==> src/rtl/stream_mux_rr.sv <==
// rtl/stream_mux_rr.sv - N:1 valid/ready stream mux, fixed-select or round-robin, registered output.
// Define STREAM_MUX_LAST_EN to add in_last/out_last and hold a grant until the packet's last word.
module stream_mux_rr #(
  parameter  int WIDTH = 8,
  parameter  int CH    = 4,
  localparam int SELW  = $clog2(CH)
) (
  input  logic                clk,
  input  logic                rst_n,
  input  logic                mode,
  input  logic [SELW-1:0]     sel,
  input  logic [CH*WIDTH-1:0] in_data,
  input  logic [CH-1:0]       in_valid,
  output logic [CH-1:0]       in_ready,
`ifdef STREAM_MUX_LAST_EN
  input  logic [CH-1:0]       in_last,
  output logic                out_last,
`endif
  output logic [WIDTH-1:0]    out_data,
  output logic [SELW-1:0]     out_ch,
  output logic                out_valid,
  input  logic                out_ready
);

  logic [SELW-1:0]  ptr;
  logic [SELW-1:0]  ptr_next;
  logic             load_en;
  logic             gnt_any;
  logic [SELW-1:0]  gnt_idx;
  logic [SELW-1:0]  idx;
  logic [CH-1:0]    grant;
  logic             xfer;
  logic             gnt_last;
  logic [WIDTH-1:0] gnt_data;

`ifdef STREAM_MUX_LAST_EN
  logic             lock;
  logic [SELW-1:0]  locked_ch;
`endif

  assign load_en = !out_valid || out_ready;

  always_comb begin
    gnt_any = 1'b0;
    gnt_idx = '0;
    idx     = '0;
    if (!mode) begin
      if ((int'(sel) < CH) && in_valid[sel]) begin
        gnt_any = 1'b1;
        gnt_idx = sel;
      end
    end else begin
      // Walk offsets downward so the nearest valid channel after ptr wins last.
      for (int k = CH - 1; k >= 0; k--) begin
        idx = SELW'((int'(ptr) + k) % CH);
        if (in_valid[idx]) begin
          gnt_any = 1'b1;
          gnt_idx = idx;
        end
      end
    end
`ifdef STREAM_MUX_LAST_EN
    if (lock) begin
      gnt_any = in_valid[locked_ch];
      gnt_idx = locked_ch;
    end
`endif
  end

  assign grant    = gnt_any ? ({{(CH-1){1'b0}}, 1'b1} << gnt_idx) : '0;
  assign in_ready = (rst_n && load_en) ? grant : '0;
  assign xfer     = gnt_any && load_en;
  assign gnt_data = in_data[int'(gnt_idx)*WIDTH +: WIDTH];
  assign ptr_next = (gnt_idx == SELW'(CH - 1)) ? '0 : gnt_idx + 1'b1;

`ifdef STREAM_MUX_LAST_EN
  assign gnt_last = in_last[gnt_idx];
`else
  assign gnt_last = 1'b1;
`endif

  always_ff @(posedge clk or negedge rst_n) begin
    if (!rst_n) begin
      out_valid <= 1'b0;
      out_data  <= '0;
      out_ch    <= '0;
    end else if (xfer) begin
      out_valid <= 1'b1;
      out_data  <= gnt_data;
      out_ch    <= gnt_idx;
    end else if (out_ready) begin
      out_valid <= 1'b0;
    end
  end

  // Pointer only moves at packet boundaries, and only under round-robin.
  always_ff @(posedge clk or negedge rst_n) begin
    if (!rst_n) begin
      ptr <= '0;
    end else if (xfer && mode && gnt_last) begin
      ptr <= ptr_next;
    end
  end

`ifdef STREAM_MUX_LAST_EN
  always_ff @(posedge clk or negedge rst_n) begin
    if (!rst_n) begin
      out_last  <= 1'b0;
      lock      <= 1'b0;
      locked_ch <= '0;
    end else if (xfer) begin
      out_last  <= gnt_last;
      lock      <= !gnt_last;
      locked_ch <= gnt_idx;
    end
  end
`endif

endmodule

==> config.mk <==
export PLATFORM = sky130hd
export DESIGN_NAME = stream_mux_rr
export DESIGN_NICKNAME = d
export VERILOG_FILES = /design/src/rtl/stream_mux_rr.sv
export SDC_FILE = /design/constraint.sdc
export NUM_CORES = 1
export LEC_CHECK = 0
export ABC_AREA = 1
export CAP_MARGIN = 5
export CORE_UTILIZATION = 45
export CTS_CLUSTER_DIAMETER = 30
export DETAILED_ROUTE_END_ITERATION = 7
export GPL_TIMING_DRIVEN = 0
export PLACE_DENSITY = 0.89
export SLEW_MARGIN = 20
export SYNTH_ARGS = -nofsm -noshare
export SYNTH_HDL_FRONTEND = slang
export SYNTH_SLANG_ARGS = --single-unit
==> constraint.sdc <==
create_clock -name clk -period 5.9 [get_ports clk]
set_input_delay 1.18 -clock clk [delete_from_list [all_inputs] [get_ports clk]]
set_output_delay 1.18 -clock clk [all_outputs]
set_load 0.01 [all_outputs]
* Word level (Yosys, flattened, before mapping)
Index checks and enable logic that the tools add are counted.
** Storage, ports and cells
- Register bits :: 13
- Latch bits :: 0
- Bits in writable memories :: 0
- Bits in read-only memories :: 0
- Output and inout port bits :: 15
- Word-level logic and storage cells :: 49
- Memories :: 0
** Cells by class
- $add $sub $neg :: 4
- Multipliers :: 0
- Divide/modulo/power cells :: 0
- Order comparisons :: 5
- Equal/unequal tests :: 1
- Shift-type cells :: 2
- Muxes and demuxes :: 27
- Bitwise operators :: 0
- Reductions and logical operators :: 6
** Operator list (number)
- 32-bit by 6-bit variable part select with 8-bit output :: 1
- 2-bit by 3-bit less-than comparator with 1-bit output (second input constant) :: 5
- 2-bit two-way mux :: 7
- 1-bit two-way mux :: 13
- 1-bit binary-select mux with 2-bit select :: 5
- 4-bit two-way mux :: 2
- 2-bit by 1-bit adder with 2-bit output (second input constant) :: 2
- 2-bit adder (second input constant) :: 2
- 1-bit by 2-bit << shifter with 4-bit output (first input constant) :: 1
- 1-bit logical AND :: 3
- 2-bit == test (second input constant) :: 1
- 2-bit nonzero test :: 1
- 1-bit logical NOT :: 1
- 1-bit logical OR :: 1

* Logic depth before layout (Yosys ltp)
- Depth in word-level cells :: 11
- Mapped depth :: 17
- Mapped depth without buffers :: 15

* Worst setup path before layout
Ideal clock, no wire load.
- Path type :: input to output
- Start :: in in_valid[3]
- End :: out in_ready[2]
- Arrival time :: 2546 ps
- Required time :: 4720 ps
- Path slack :: 2174 ps
- Stages :: 12
- Buffers on the path :: 1
- Path through :: inv_1 nand2_1 nand3_1 nand2_1 nor2_1 a21oi_2 nand2_4 nand2_8 buf_12 inv_2 ha_1 nor3b_1
** On the way
- Longest elaborated chain between the ends :: 10
- Elaborated cells on any way between the ends :: 25
- Classes of those cells :: shift: 1; mux: 24
** RTL lines
- from (decl) :: line 13 : input logic [CH-1:0] in_valid,
- 1-bit binary-select mux with 2-bit select :: line 56 : if (in_valid[idx]) begin
- 1-bit two-way mux (implied by the code) :: line 56
- 2-bit two-way mux (4 in a row) :: line 56
- 2-bit two-way mux :: line 47 : if (!mode) begin
- 1-bit by 2-bit << shifter with 4-bit output :: line 70 : assign grant = gnt_any ? ({{(CH-1){1'b0}}, 1'b1} << gnt_idx) : '0;
- 4-bit two-way mux (*) :: line 70
- 4-bit two-way mux (*) :: line 71 : assign in_ready = (rst_n && load_en) ? grant : '0;
- to (decl) :: line 14 : output logic [CH-1:0] in_ready,
Mark *: on every way between the ends. The rest lies on a longest branch, timed or not. The select of a mux whose other input is x is not followed.

* Worst setup path in the final report
- Start :: in in_valid[1]
- End :: out in_ready[2]
The elaborated chain is that of the path after synthesis.

==> metrics.md <==
| Metric | Value |
|---|---|
| Status | finished, final reports clean |
| CP max FO | 10 |
| Share of layout cells above drive strength 1 | 11.9% |
| Net Sw Frac | 46.0% |
| Pre-antenna DRT Iters | 4 |
| I/O Buffers | 56 |
| RePlAce Congestion | 0.853 |
| Crit. End Element | output port |
| Via Count | 1444 |
| Kind of cell adding the most delay to the critical path | buffers and inverters |
| Busiest grt layer | met2 |
| CP max-delay cell | clkdlybuf4s50_1 |
| Worst EP arrival | 3620 ps |
| Met3 Use GR | 1.17% |
| Row cnt | 19 |
| Pwr dens | 372 nW/um^2 |
| Commonest non-fill, non-tap cells in the layout | 67 x nand2_1, 56 x clkdlybuf4s50_1, 43 x inv_1 |
| Synth cell types | 25 |
| Post-route cell area | 1910 sq um |
| Sequential cell area fraction in the yosys report | 25.3% |
| GRT overflow | 0 |
| Final WL | 3.13 mm |
| Worst path bufs/invs | 5 |
| Core area | 2730 sq um |
| Yosys reg bits | 13 |
| Hold_ws | 482 ps |
| Synth area leader | dfrtp_1 |
| Vias per inst | 4.80 |
| Clk_skew | 1.48 ps |
| Num CTS Buffers | 3 |
| Post-route ant nets | 0 |
| I/O Pins | 57 |
| Total clock sinks | 13 |
| Most common cell after layout, fill and taps aside | nand2_1 |
| Number of DRC markers in iteration 0 | 52 |
| Die height | 55.4 um |
| Comb power frac | 70.6% |
| Placed Instance Area | 1880 sq um |
| Slew Viols, Final | 0 |
| Syn Inst Count | 210 |
| Worst setup SP type | input pin |
| Mapped Area | 1280 sq um |
| Crit path top cell by count | clkdlybuf4s50_1 |
| # Post-CTS Setup Buffers | 0 |
| Detailed placer's ending HPWL | 2.54 mm |
| Final worst path period share | 81.3% |
| Clock transition at path regs | 80 ps |
| Largest cells by area after synthesis | dfrtp_1 25%, nand2_1 20%, nand3_1 16%, inv_1 13%, nand2_2 4.9% |
| Share of the synthesized area in the top cell type | 25.3% |
| Crit Path Category | input pin to output port |
| Flop pwr share | 21.8% |
| Area growth, synth to finish | 48.7% |
| M1 GR Usage | 29.8% |
| Sum Neg Setup Slack | 0 ps |
| Largest net degree at the start of global routing | 15 |
| Leakage | 0.00103 uW |
| CTS resizes | 0 |
| # DRC | 0 |
| RSZ-0062 raised after global routing | false |
| Hold Path Class | flop to flop |
| Worst-Margin Slew | 588 ps |
| First-pass GRT wire length | 5.31 mm |
| Initial core utilization | 47.0% |
| Sw Pwr | 327 uW |
| CTS Hold Buffers Added | 0 |
| Final Hold Vio Count | 0 |
| Worst-skew pair later-pin latency | 260 ps |
| CTS H-tree depth | 1 |
| Width of the die | 55.4 um |
| Syn avg cell area | 6.11 sq um |
| Power share of the clock group | 7.5% |
| Layout Nets | 314 |
| Cell Chain, Critical Path | clkdlybuf4s50_1 > inv_1 > o21ai_0 > nand2_1 > nand3_2 > a21oi_2 > nand2_4 > nand2_8 > buf_12 > inv_2 > ha_1 > nor3b_1 > clkdlybuf4s50_1 |
| Post-synth net total | 253 |
| CTS tree | built |
| Worst VDD drop | 0.000299 V |
| Final setup viols | 0 |
| Int Power | 383 uW |
| Max_cap viols | 0 |
| Synth warn | 0 |
| Number of diodes | 0 |
| Routed length per instance | 10.4 um |
| Highest clock rate | 0.208 GHz |
| Initial antenna violation count | 0 |
| Crit path largest cell delay | 570 ps |
| Met2 Resource Use GR | 34.9% |
| Post-layout min period | 4800 ps |
| CTS max path bufs | 2 |
| Rel. slew slack | 60.7% |
| R2R setup slack | 3760 ps |
| Number of global-route vias before repair | 1235 |
| Die ar. | 3070 sq um |
| GRT Resource Usage Total | 21.0% |
| Worst Path Required | 4720 ps |
| Root Driver | clkbuf_4 |
| Total Power | 710 uW |
## power groups by stage
stage                     Sequential, uW  Clock [uW]  Combinational, uW
after floorplan                      170           0                319
after global placement               155           0                486
after detailed placement             155           0                501
after CTS                            155        54.6                502
after global routing                 160        57.6                557
final                                155        53.3                501
## final cells by class
class                      count  area [sq um]
timing repair buffer          56           561
clock buffer                   4          26.3
inverter                      46           175
fill                         242           825
multi-input combinational    144           719
buffer                         7          63.8
sequential                    13           325
tap                           31          38.8
## flip-flops by register name, summed over array words and instances (netlist names)
signal,count
ptr,2
out_data,8
out_valid,1
out_ch,2
## logic make-up after synthesis
logic type                 Yosys count  share of synthesized area, %
AOI/OAI and AO/OA                   10                          4.48
buffers and inverters               53                          18.6
and+or+nand+nor                    132                          49.9
DFF                                 13                          25.3
xor gates and xnor gates             1                         0.682
adders and majority gates            1                         0.975
## metal layers
| metal | up-vias | wire length, um |
|---|---|---|
| met4 | 0 | 20 |
| met2 | 45 | 1450 |
| met5 | - | 0 |
| met3 | 2 | 152 |
| met1 | 634 | 1510 |
| li1 | 763 | - |
## worst paths after layout
check,startpoint,depth (start not counted),end
max,in_valid[1],13,in_ready[2]
min in group asynchronous,rst_n,1,out_valid
min,out_data[0],2,out_data[0]
max reg2reg,ptr[0],12,ptr[1]
max in group asynchronous,rst_n,1,out_data[7]
min reg2reg,out_data[0],2,out_data[0]
## synth_stat cells (all sizes together)
| cell type | instances |
|---|---|
| nor3 | 2 |
| nand2 | 79 |
| nor2 | 6 |
| dfrtp | 13 |
| o2bb2ai | 1 |
| ha | 1 |
| nor4 | 1 |
| o21ai | 8 |
| nand3 | 43 |
| buf | 7 |
| nor3b | 1 |
| xnor2 | 1 |
| inv | 46 |
| a21oi | 1 |
## worst reg2reg max path, stage by stage (launching register included)
cell and delay [ps]:
dfrtp_1 380, buf_4 170, o21ai_0 260, nand2_1 130, nand3_2 110, nand2_1 70
nand2_2 80, nand2_4 100, nand2_8 120, buf_12 150, inv_2 70, ha_1 280
o21ai_0 150
## per-stage QoR
step	util [%]	cells	setup WS (ps)
2_1_floorplan	-	210	2170
3_3_place_gp	68.9	297	1100
3_5_place_dp	68.9	297	1060
4_1_cts	69.8	301	1060
5_1_grt	69.8	301	897
6_report	69.8	301	1100
Note: power is estimated with default switching activity, not from simulation.
